File: src/rtl/seq_mod3_pkg.sv
`default_nettype none
// ============================================================================
// Module   : seq_mod3_pkg
// Purpose  : Shared types and mod-3 helpers for the serial mod-3 generator
//            and detector.
// Revision : 1.0 - initial release
// ============================================================================
package seq_mod3_pkg;

    typedef enum logic [1:0] {
        IDLE  = 2'd0,
        SHIFT = 2'd1,
        CHK1  = 2'd2,
        CHK0  = 2'd3
    } state_t;

    typedef logic [1:0] residue_t;

    // (2r + b) mod 3, tabulated so no divider is inferred.
    function automatic residue_t residue_next(input residue_t r, input logic b);
        case (r)
            2'd0:    residue_next = b ? 2'd1 : 2'd0;
            2'd1:    residue_next = b ? 2'd0 : 2'd2;
            default: residue_next = b ? 2'd2 : 2'd1;
        endcase
    endfunction

    // Two appended bits that bring residue r back to 0: c = (3 - r) mod 3.
    function automatic logic [1:0] check_bits(input residue_t r);
        case (r)
            2'd1:    check_bits = 2'b10;
            2'd2:    check_bits = 2'b01;
            default: check_bits = 2'b00;
        endcase
    endfunction

endpackage : seq_mod3_pkg
`default_nettype wire

File: src/rtl/mod3_residue.sv
`default_nettype none
// ============================================================================
// Module   : mod3_residue
// Purpose  : Bit-serial mod-3 residue register, MSB-first accumulation.
// Revision : 1.0 - initial release
// ============================================================================
module mod3_residue
    import seq_mod3_pkg::*;
(
    input  logic     clk,
    input  logic     rst_n,
    input  logic     clr,
    input  logic     en,
    input  logic     bit_in,
    output residue_t r
);

    residue_t r_res;

    always_ff @(posedge clk or negedge rst_n) begin
        if (!rst_n) begin
            r_res <= 2'd0;
        end else if (clr) begin
            r_res <= 2'd0;
        end else if (en) begin
            r_res <= residue_next(r_res, bit_in);
        end
    end

    assign r = r_res;

endmodule : mod3_residue
`default_nettype wire

File: src/rtl/seq_mod3_generator.sv
`default_nettype none
// ============================================================================
// Module   : seq_mod3_generator
// Purpose  : Serializes WIDTH-bit words MSB-first and appends two check bits
//            so each frame, read as a binary number, is a multiple of 3.
// Revision : 1.0 - initial release
// ============================================================================
module seq_mod3_generator
    import seq_mod3_pkg::*;
#(
    parameter int WIDTH = 8
) (
    input  logic             clk,
    input  logic             rst_n,
    input  logic             in_valid,
    output logic             in_ready,
    input  logic [WIDTH-1:0] in_data,
    output logic             data,
    output logic             frame,
    output logic             last
);

    localparam int CW = $clog2(WIDTH);

    state_t           r_state;
    logic [CW-1:0]    r_cnt;
    logic [WIDTH-2:0] r_shreg;
    logic             r_data;
    logic             r_frame;
    logic             r_last;
    logic             r_chk0;

    residue_t         w_res;
    residue_t         w_res_full;
    logic [1:0]       w_chk_final;
    logic             w_accept;

    // Residue follows the bit currently on the line; cleared on accept.
    mod3_residue u_residue (
        .clk    (clk),
        .rst_n  (rst_n),
        .clr    (w_accept),
        .en     (r_state == SHIFT),
        .bit_in (r_data),
        .r      (w_res)
    );

    assign in_ready    = (r_state == IDLE) || (r_state == CHK0);
    assign w_accept    = in_valid && in_ready;
    // Includes the payload bit on the line now, so CHK1 can be launched this edge.
    assign w_res_full  = residue_next(w_res, r_data);
    assign w_chk_final = check_bits(w_res_full);

    always_ff @(posedge clk or negedge rst_n) begin
        if (!rst_n) begin
            r_state <= IDLE;
            r_cnt   <= '0;
            r_shreg <= '0;
            r_data  <= 1'b0;
            r_frame <= 1'b0;
            r_last  <= 1'b0;
            r_chk0  <= 1'b0;
        end else begin
            case (r_state)
                IDLE, CHK0: begin
                    if (w_accept) begin
                        r_state <= SHIFT;
                        r_cnt   <= CW'(WIDTH - 1);
                        r_data  <= in_data[WIDTH-1];
                        r_shreg <= in_data[WIDTH-2:0];
                        r_frame <= 1'b1;
                        r_last  <= 1'b0;
                    end else begin
                        r_state <= IDLE;
                        r_data  <= 1'b0;
                        r_frame <= 1'b0;
                        r_last  <= 1'b0;
                    end
                end
                SHIFT: begin
                    if (r_cnt == '0) begin
                        r_state <= CHK1;
                        r_data  <= w_chk_final[1];
                        r_chk0  <= w_chk_final[0];
                    end else begin
                        r_cnt   <= r_cnt - CW'(1);
                        r_data  <= r_shreg[WIDTH-2];
                        r_shreg <= r_shreg << 1;
                    end
                end
                CHK1: begin
                    r_state <= CHK0;
                    r_data  <= r_chk0;
                    r_last  <= 1'b1;
                end
                default: begin
                    r_state <= IDLE;
                    r_data  <= 1'b0;
                    r_frame <= 1'b0;
                    r_last  <= 1'b0;
                end
            endcase
        end
    end

    assign data  = r_data;
    assign frame = r_frame;
    assign last  = r_last;

endmodule : seq_mod3_generator
`default_nettype wire

File: config.mk
export PLATFORM = sky130hd
export DESIGN_NAME = seq_mod3_generator
export DESIGN_NICKNAME = d
export VERILOG_FILES = /design/src/rtl/seq_mod3_pkg.sv /design/src/rtl/mod3_residue.sv /design/src/rtl/seq_mod3_generator.sv
export SDC_FILE = /design/constraint.sdc
export NUM_CORES = 1
export LEC_CHECK = 0
export CAP_MARGIN = 20
export CORE_MARGIN = 1
export CORE_UTILIZATION = 48
export DETAILED_ROUTE_END_ITERATION = 8
export PLACE_DENSITY = 0.8
export SLEW_MARGIN = 0
export SYNTH_ARGS = -nofsm -noshare
export SYNTH_HDL_FRONTEND = slang
export SYNTH_SLANG_ARGS = --single-unit
export TNS_END_PERCENT = 5
File: constraint.sdc
create_clock -name clk -period 4.88 [get_ports clk]
set_input_delay 0.976 -clock clk [delete_from_list [all_inputs] [get_ports clk]]
set_output_delay 0.976 -clock clk [all_outputs]
set_load 0.05 [all_outputs]
==> metrics.cfg <==
[timing]
final_skew_ns = 0.00972
fmax_ghz = 0.327
max-slew-margin-rel_pct = 49.0
rsz0062_at_grt = no
setup-tns-final_ns = 0
maxSlewViolCount = 0
final_hold_viol_count = 0
worst-slew-pin-transition_ns = 0.762
finalCritPeriodShare_pct = 62.7
final_setup_fails = 0
final.min_clock_period_ns = 3.06

[run_status]
outcome = finished clean

[clock_network]
clk-insertion-delay-late_ns = 0.29
tritoncts_clock_tree = done
cts.path.max_buffers = 2
post_cts_buffers = 0
number_of_buffers_created_by_cts = 3
clk_root_buffer_cell = sky130_fd_sc_hd__clkbuf_4
cts.hold.buffers_added = 0
numClockSinks = 18
clkSlewWorstSetupHoldPaths_ns = 0.09
post_cts.resized_instances = 0
ctsHtreeMaxLevel = 1

[layout]
layout-area-overhead-vs-synth_pct = 18.3
multi_input_comb_area_um2 = 438
diodes = 0
seqCellArea_um2 = 450
layout.cells.most_common_list = sky130_fd_sc_hd__dfrtp_1, sky130_fd_sc_hd__a21oi_1, sky130_fd_sc_hd__clkdlybuf4s50_1
post_route_cells_drive_above_1_share_pct = 7.48
nets = 124
final_design_area_no_fill_um2 = 1130
mostFrequentLayoutCell = sky130_fd_sc_hd__dfrtp_1
nFillCells = 161

[setup_path]
critPathLaunchType = flop
crit_fanout = 11
worstPathRequired_ns = 3.90
worstSetupPathType = reg -> out
end_kind = output port
critical_path.reg2reg.endpoint = r_cnt[1]
r2r_setup_slack_ns = 2.76
cp_data_arrival_time_ns = 2.09
worst_reg_to_reg_path_cell_count = 5
r2r-start = r_state[1]

[synth]
mappedNetlistNets = 109
synth_top_flop_cell = sky130_fd_sc_hd__dfrtp_1
number_of_flip_flops_and_latches_in_the_synthesized_netlist = 18
synth_area_um2 = 958
synth_area_per_cell_um2 = 10.3
synth-async-reset-ratio_pct = 100
count_of_distinct_cell_types_in_the_synthesized_netlist = 29
number_of_instances_in_the_synthesized_netlist = 93
yosys_warnings = 0
synth_enable_flop_cells = 0
synth.yosys.seq_area_share_pct = 47.0

[floorplanning]
ioPinCount = 15
die_x_um = 46.7
floorplan.die_area_um2 = 2180
die_h_um = 46.7
design.core.area_um2 = 1800
initial_utilization_pct = 53.2
floorplan.rows = 15

[job]
cap_violations = 0

[hold_path]
hold_path_end = last
timing.hold.worst_path_depth = 2
worst_hold_path_type = reg -> reg
hold_path.startpoint = last

[global_route]
grtUsageTotal_pct = 20.2
global_route.overflow_total = 0
pin_count_of_the_biggest_net_entering_global_routing = 19
first_global_vias = 677
wire_length_of_the_first_global_routing_pass_mm = 3.03
number_of_antenna_violations_at_the_first_check_in_global_routing = 0

[placed_design]
io_buffer_count = 14
final_gp_congestion = 0.742
post_dp_cell_area_um2 = 1100
dp.final_hpwl_mm = 1.28

[pwr]
power_density_nw_per_um2 = 692
cellLeakagePower_nw = 0.495
ir_drop_mv = 0.452

[route]
wire_length_per_cell_after_detailed_routing_um = 13.2
route.vias.total = 716
drc = 0
initialDrtViolationCount = 7
postRouteAntennaNets = 0
dr.pass1.iters = 4
routed_wirelength_mm = 1.74
vias_per_cell = 5.42

[layer usage]
| layer | track usage [%] | wire length [um] | up-vias |
|---|---|---|---|
| met5 | 0 | 0 | - |
| met4 | 6.86 | 19 | 0 |
| met3 | 4.71 | 51 | 4 |
| met2 | 29.4 | 787 | 10 |
| met1 | 29.3 | 881 | 346 |
| li1 | - | - | 356 |
[worst max-delay path by stage]
stage / start / endpoint / slack [ns] / cells after the start
global placement: r_state[0] / in_ready / 2.18 / 3
global route: r_state[0] / in_ready / 1.72 / 3
detailed placement: r_state[0] / in_ready / 2.14 / 3
CTS: r_state[0] / in_ready / 1.81 / 3
finish: r_state[0] / in_ready / 1.82 / 3
floorplan: r_state[0] / r_cnt[1] / 2.81 / 7
[worst max-delay path: stages (launching register included)]
cell,delay [ns]
sky130_fd_sc_hd__dfrtp_1,0.41
sky130_fd_sc_hd__inv_1,0.06
sky130_fd_sc_hd__ha_1,0.47
sky130_fd_sc_hd__clkdlybuf4s50_1,0.86
[synthesized netlist by cell type, types with 2 or more instances]
cell type,n,area (um2)
sky130_fd_sc_hd__ha_1,5,62.6
sky130_fd_sc_hd__buf_2,2,10.0
sky130_fd_sc_hd__nand2_1,4,15.0
sky130_fd_sc_hd__buf_6,2,22.5
sky130_fd_sc_hd__inv_1,10,37.5
sky130_fd_sc_hd__a21oi_1,15,75.1
sky130_fd_sc_hd__nand2b_1,2,12.5
sky130_fd_sc_hd__dfrtp_1,18,450
sky130_fd_sc_hd__mux2i_1,8,80.1
sky130_fd_sc_hd__a31oi_1,2,12.5
sky130_fd_sc_hd__nor2_1,3,11.3
sky130_fd_sc_hd__o21ai_0,5,25.0
[report_power, final]
group / internal [W] / switching, W
Clock: 0.0000454 / 0.0000451
Sequential: 0.000217 / 0.0000483
Combinational: 0.000181 / 0.000248
[metrics by stage]
step / total power, W / setup WS, ns / utilization (%) / hold slack, ns / cells
3_5_place_dp: 0.000696 / 2.14 / 60.9 / 0.487 / 128
4_1_cts: 0.000788 / 1.81 / 62.9 / 0.510 / 132
6_report: 0.000785 / 1.82 / 62.9 / 0.501 / 132
5_1_grt: 0.000851 / 1.72 / 62.9 / 0.542 / 132
2_1_floorplan: 0.000618 / 2.81 / - / 0.451 / 93
3_3_place_gp: 0.000680 / 2.18 / 60.9 / 0.466 / 128
[sequential cells by signal, summed over array words and instances (netlist names)]
name,cells
r_chk0,1
frame,1
r_shreg,7
data,1
r_state,2
last,1
u_residue.r,2
r_cnt,3
[cell families after synthesis]
kind of cell / after synthesis / share of synthesized area (%)
adder cells (fa/ha/maj): 5 / 6.53
AO/OA/AOI/OAI: 29 / 17.6
AND/OR/NAND/NOR: 17 / 10.4
buffers and inverters: 14 / 7.31
multiplexers: 10 / 11.1
flip-flops: 18 / 47.0
[area by class of cell]
class                           count  area share, %
Multi-Input combinational cell     61           38.6
Timing Repair Buffer               14           12.4
Tap cell                           25           2.76
Sequential cell                    18           39.7
Inverter                           10           3.31
Clock buffer                        4           3.20
Note: power is estimated with default switching activity, not from simulation.
